==> config.mk <==
export PLATFORM = sky130hd
export DESIGN_NAME = branch_resolve_unit
export DESIGN_NICKNAME = d
export VERILOG_FILES = /design/src/rtl/branch_resolve_unit.sv
export SDC_FILE = /design/constraint.sdc
export NUM_CORES = 2
export LEC_CHECK = 0
export ABC_AREA = 1
export BUFFER_PORTS_ARGS = -buffer_cell sky130_fd_sc_hd__buf_2
export CORE_MARGIN = 10
export CORE_UTILIZATION = 62
export CTS_CLUSTER_DIAMETER = 200
export DETAILED_ROUTE_END_ITERATION = 16
export HOLD_SLACK_MARGIN = 0.1
export PLACE_DENSITY = 0.88
export REMOVE_ABC_BUFFERS = 1
export SETUP_SLACK_MARGIN = 0.1
export SYNTH_ARGS = -nofsm -noshare
export SYNTH_HDL_FRONTEND = slang
export SYNTH_SLANG_ARGS = --single-unit
==> constraint.sdc <==
create_clock -name clock_i -period 8.6 [get_ports clock_i]
set_input_delay 0.43 -clock clock_i [delete_from_list [all_inputs] [get_ports clock_i]]
set_output_delay 0.43 -clock clock_i [all_outputs]
set_load 0.05 [all_outputs]
==> src/rtl/branch_resolve_unit.sv <==
// Branch resolve unit: decode, BO/BI/CTR evaluation and target resolution
// in a 2-stage valid/ready pipeline with LR/CTR forwarding between branches.
module branch_resolve_unit #(
    parameter int         addressWidth   = 64,
    parameter int         immWidth       = 24,
    parameter logic [2:0] BranchUnitCode = 3'd3,
    parameter logic [4:0] formatI        = 5'd7,
    parameter logic [4:0] formatB        = 5'd2,
    parameter logic [4:0] formatXL       = 5'd18
) (
    input  logic                    clock_i,
    input  logic                    reset_i,
    input  logic                    flush_i,
    input  logic                    valid_i,
    output logic                    ready_o,
    input  logic [2:0]              functionalUnitCode_i,
    input  logic [4:0]              instructionFormat_i,
    input  logic [5:0]              opCode_i,
    input  logic [9:0]              xOpCode_i,
    input  logic [4:0]              BO_i,
    input  logic [4:0]              BI_i,
    input  logic                    AA_i,
    input  logic                    LK_i,
    input  logic [immWidth-1:0]     imm_i,
    input  logic [addressWidth-1:0] instructionAddress_i,
    input  logic                    is64Bit_i,
    input  logic [31:0]             condReg_i,
    input  logic [addressWidth-1:0] countReg_i,
    input  logic [addressWidth-1:0] linkReg_i,
    input  logic [addressWidth-1:0] targetAddrReg_i,
    output logic                    valid_o,
    input  logic                    ready_i,
    output logic                    taken_o,
    output logic [addressWidth-1:0] target_o,
    output logic                    illegal_o,
    output logic                    linkWrite_o,
    output logic [addressWidth-1:0] linkVal_o,
    output logic                    ctrWrite_o,
    output logic [addressWidth-1:0] ctrVal_o
);

    localparam int AW = addressWidth;
    localparam logic [AW-1:0] LOW32 = {{(AW-32){1'b0}}, {32{1'b1}}};
    localparam logic [AW-1:0] ALIGN = {{(AW-2){1'b1}}, 2'b00};

    typedef struct packed {
        logic          uncond;
        logic          illegal;
        logic          dec;
        logic          lw;
        logic          is64;
        logic          bo0;
        logic          bo1;
        logic          bo2;
        logic          bo3;
        logic          crBit;
        logic [AW-1:0] ctrNew;
        logic [AW-1:0] target;
        logic [AW-1:0] linkVal;
        logic [AW-1:0] cia4;
    } br_s1_t;

    logic          isI, isB, isXL, isLr, isCtr, isTar;
    logic          s1_valid, s2_adv, capture;
    logic          ctrOk, condOk, taken_d;
    logic [AW-1:0] cia4, relBase, dispI, dispB;
    logic [AW-1:0] ctrSrc, lrSrc, target_d;
    br_s1_t        s1_d, s1_q;

    assign isI   = (instructionFormat_i == formatI) && (opCode_i == 6'd18);
    assign isB   = (instructionFormat_i == formatB) && (opCode_i == 6'd16);
    assign isXL  = (instructionFormat_i == formatXL) && (opCode_i == 6'd19);
    assign isLr  = isXL && (xOpCode_i == 10'd16);
    assign isCtr = isXL && (xOpCode_i == 10'd528) && BO_i[2];
    assign isTar = isXL && (xOpCode_i == 10'd560);

    assign cia4    = instructionAddress_i + AW'(4);
    assign relBase = AA_i ? '0 : instructionAddress_i;
    assign dispI   = {{(AW-immWidth-2){imm_i[immWidth-1]}}, imm_i, 2'b00};
    assign dispB   = {{(AW-16){imm_i[13]}}, imm_i[13:0], 2'b00};

    // Youngest in-flight writer wins; s2 drops out once it handshakes.
    always_comb begin
        ctrSrc = countReg_i;
        lrSrc  = linkReg_i;
        if (s1_valid && s1_q.dec)
            ctrSrc = s1_q.ctrNew;
        else if (valid_o && ctrWrite_o && !ready_i)
            ctrSrc = ctrVal_o;
        if (s1_valid && s1_q.lw)
            lrSrc = s1_q.linkVal;
        else if (valid_o && linkWrite_o && !ready_i)
            lrSrc = linkVal_o;
    end

    always_comb begin
        s1_d         = '0;
        s1_d.uncond  = isI;
        s1_d.illegal = !(isI || isB || isLr || isCtr || isTar);
        s1_d.dec     = (isB || isLr || isTar) && !BO_i[2];
        s1_d.lw      = LK_i && !s1_d.illegal;
        s1_d.is64    = is64Bit_i;
        s1_d.bo0     = BO_i[4];
        s1_d.bo1     = BO_i[3];
        s1_d.bo2     = BO_i[2];
        s1_d.bo3     = BO_i[1];
        s1_d.crBit   = condReg_i[5'd31 - BI_i];
        s1_d.ctrNew  = s1_d.dec ? ctrSrc - AW'(1) : ctrSrc;
        s1_d.cia4    = cia4;
        s1_d.linkVal = is64Bit_i ? cia4 : (cia4 & LOW32);
        unique case (1'b1)
            isI:     s1_d.target = relBase + dispI;
            isB:     s1_d.target = relBase + dispB;
            isLr:    s1_d.target = lrSrc & ALIGN;
            isCtr:   s1_d.target = ctrSrc & ALIGN;
            isTar:   s1_d.target = targetAddrReg_i & ALIGN;
            default: s1_d.target = cia4;
        endcase
    end

    always_comb begin
        ctrOk    = s1_q.bo2 |
                   ((s1_q.is64 ? |s1_q.ctrNew : |s1_q.ctrNew[31:0]) ^ s1_q.bo3);
        condOk   = s1_q.bo0 | (s1_q.crBit == s1_q.bo1);
        taken_d  = !s1_q.illegal && (s1_q.uncond || (ctrOk && condOk));
        target_d = taken_d ? s1_q.target : s1_q.cia4;
        if (!s1_q.is64)
            target_d = target_d & LOW32;
    end

    assign s2_adv  = !valid_o || ready_i;
    assign ready_o = !flush_i && (!s1_valid || s2_adv);
    assign capture = valid_i && ready_o &&
                     (functionalUnitCode_i == BranchUnitCode);

    always_ff @(posedge clock_i) begin
        if (reset_i) begin
            s1_valid    <= 1'b0;
            s1_q        <= '0;
            valid_o     <= 1'b0;
            taken_o     <= 1'b0;
            target_o    <= '0;
            illegal_o   <= 1'b0;
            linkWrite_o <= 1'b0;
            linkVal_o   <= '0;
            ctrWrite_o  <= 1'b0;
            ctrVal_o    <= '0;
        end else if (flush_i) begin
            s1_valid <= 1'b0;
            valid_o  <= 1'b0;
        end else begin
            if (s2_adv) begin
                valid_o <= s1_valid;
                if (s1_valid) begin
                    taken_o     <= taken_d;
                    target_o    <= target_d;
                    illegal_o   <= s1_q.illegal;
                    linkWrite_o <= s1_q.lw;
                    linkVal_o   <= s1_q.linkVal;
                    ctrWrite_o  <= s1_q.dec;
                    ctrVal_o    <= s1_q.ctrNew;
                end
            end
            if (ready_o) begin
                s1_valid <= capture;
                if (capture)
                    s1_q <= s1_d;
            end
        end
    end

endmodule

==> impl_metrics.toml <==
[outcome]
outcome = "finished clean"

[detailed_routing]
vias = 36500
drc_errors = 0
dr.pass1.iters = 10
drt_iter0_drc = 5546
drt-wirelength-per-cell_um = 22.4
avgViaCountPerCell = 6.24
ant_nets = 0
wl_um = 131000

[sta]
slew_headroom_pct = 19.8
fin_crit_ps = 4310
slew_viol_final = 0
setup_viol = 0
fmax_mhz = 232
skew_ps = 24.4
holdWs_ps = 114
finalCritPeriodShare_pct = 50.1
tightestPinTransition_ps = 1200
hold_violations = 0
rsz0062_at_grt = "false"

[power]
p_clk_share_pct = 42.2
combPwrFrac_pct = 17.0
power_density_nw_per_um2 = 146
power.leakage_uw = 0.0159
irDropWorstVdd_v = 0.000162
switchingPower_uw = 1480
internal-power_uw = 3520
total_power_uw = 5000
power_frac_seq_pct = 40.8
switching_share_pct = 29.6

[synth]
synth_ff_type = "dfxtp_1"
netlist_area_um2 = 29700
ys_seq_elements = 432
netlist_top_cells_area = "dfxtp_1 (29%), nand2_1 (14%), a21oi_1 (7.9%), nor2_1 (7.5%), o21ai_0 (6.8%)"
synth-edff-count = 0
yosys.area.top_type_share_pct = 29.1
yosysTopAreaCell = "dfxtp_1"
synth_cell_types = 72
synth_most_common_cell = "nand2_1"
yosysSeqAreaShare_pct = 29.1
avgSynthCellArea_um2 = 6.19
async_flop_share_pct = 0
yosys_warnings = 0
syn_inst = 4803
netlist_top_cells_count = "nand2_1 (1109), nor2_1 (596), inv_1 (511)"

[cells_and_area]
multi_input_area_um2 = 18000
fin_cells = 5847
drive_above_1_share_pct = 15.9
syn_to_final_growth_pct = 14.8
fin_nets = 5587
stdcell_area_um2 = 34100
fin_util_pct = 71.8
regArea_um2 = 8650
fill_cells = 4209

[critical_path]
crit_start = "ctrWrite_o"
path_class = "flip-flop to flip-flop"
cp_max_fo = 79
worstPathArrival_ps = 4780
r2r-start = "ctrWrite_o"
end_kind = "flip-flop"
start_kind = "flip-flop"
cp_data_required_time_ps = 9070

[global_routing]
grt_pass1_vias = 33000
overflow = 0
antenna_found_initial = 15
grt_pass1_wl_um = 192000
grt_start_max_net_pins = 176
track_usage_pct = 43.4

[placed_design]
port_buffers = 546
gp_congestion = 1.08
place_inst = 5743
place_area_um2 = 32500
hpwl_um = 96400

[clock_tree]
cts_tree = "built"
cts_resized = 0
cts_buffers = 45
h-tree-depth = 2
clock_sinks = 432
cts-root-buf = "clkbuf_16"
clkLatencyLatePin_ps = 620
cts_setup_buffers = 0
clkTransAtPathRegs_ps = 70
clockBufferDepth = 3

[floorplanning]
dieHeight_um = 239
rows = 80
fp.coreArea_um2 = 47500
io_pins = 552
initial_core_util_pct = 62.5
die_x_um = 239
die_area_um2 = 57100

[min_path]
min_path_type = "primary input to flip-flop"
min_from = "LK_i"

[job]
maxCapViolCount = 0
==> state kept, by name, indices dropped and copies added, names as in the netlist <==
register / count
target_o: 64
ctrWrite_o: 1
s1_valid: 1
valid_o: 1
taken_o: 1
s1_q: 234
linkVal_o: 64
ctrVal_o: 64
linkWrite_o: 1
illegal_o: 1
==> power groups by stage <==
stage               clock network (uW)  logic (uW)  registers (uW)
finish                            2110         848            2040
global route                      2160         917            2040
CTS                               2090         811            2040
detailed placement                   0         803            2080
global placement                     0         796            2080
floorplan                            0         486            2090
==> placed cells by master (no fill, tap or decap), drive strengths merged, types with 4 or more instances in the layout <==
cell type / n
nand3: 218
and2: 4
diode: 16
nor4: 36
xor2: 108
nand3b: 6
o41ai: 5
a211oi: 13
o21bai: 7
a31oi: 23
a21oi: 475
o221ai: 34
a221oi: 13
xnor2: 17
dlygate4sd3: 5
ha: 52
o21ai: 462
o22ai: 12
bufinv: 5
and3: 4
buf: 577
dfxtp: 432
o211ai: 98
clkinv: 15
a32oi: 4
nor2: 631
nand4: 54
or2: 55
inv: 534
o2111ai: 12
clkbuf: 66
a22oi: 4
nand2: 1133
a21o: 5
nor3: 70
==> area by class of cell <==
cell class	count	area share [%]
multi-input combinational	3581	52.8
sequential	432	25.3
timing repair buffer	582	8.89
inverter	538	5.96
clock buffer	66	3.89
tap	615	2.26
clock inverter	17	0.733
antenna	16	0.117
==> repair_timing <==
| item | 4_1_cts | 5_1_grt |
|---|---|---|
| hold endpoints to repair | 6 | 0 |
| hold buffers | 5 | 0 |
| endpoints found under the setup margin | 0 | 0 |
==> worst max-delay path: stages (launching register included) <==
cell	delay [ps]
dfxtp_1	440
nand2_2	120
nor2_8	90
buf_4	590
inv_4	390
nor2_1	180
nor2_1	90
a21oi_4	180
ha_1	180
inv_1	50
nor2_2	170
nand3_1	140
nor2_2	170
inv_2	90
nor2_2	130
nand2_1	80
nor2_1	230
nand3_1	180
nor3_2	310
xor2_1	220
a21oi_1	80
==> stage by stage <==
| step | worst slack, ps | setup TNS [ps] |
|---|---|---|
| floorplan | -8430 | -2116550 |
| global placement | 4200 | 0 |
| detailed placement | 4160 | 0 |
| CTS | 4490 | 0 |
| global route | 3950 | 0 |
| finish | 4290 | 0 |
==> final timing paths <==
kind | endpoint | slack (ps) | depth (start not counted)
max reg2reg | s1_q[242] | 4290 | 20
min reg2reg | s1_q[64] | 460 | 2
min | s1_q[262] | 110 | 3
max | s1_q[242] | 4290 | 20
==> layer usage <==
metal / share of wire [%] / GRT usage, % / up-vias
met5: 0.022 / 0 / -
met4: 7.0 / 26.4 / 4
met3: 14 / 13.0 / 581
met2: 43 / 65.9 / 2677
met1: 37 / 53.3 / 16600
li1: - / - / 16600
==> logic make-up (layout without fill, tap and decap cells) <==
family / after synthesis / count (layout) / synth area share, %
mux: 3 / 3 / 0.101
flops: 432 / 432 / 29.1
buf+inv: 790 / 1203 / 10.5
other cells: 0 / 16 / 0
xor+xnor: 125 / 125 / 3.68
compound gates: 1184 / 1184 / 22.5
simple gates: 2216 / 2216 / 31.9
fa+ha+maj: 53 / 53 / 2.26
(Power assumes the default switching activity.)
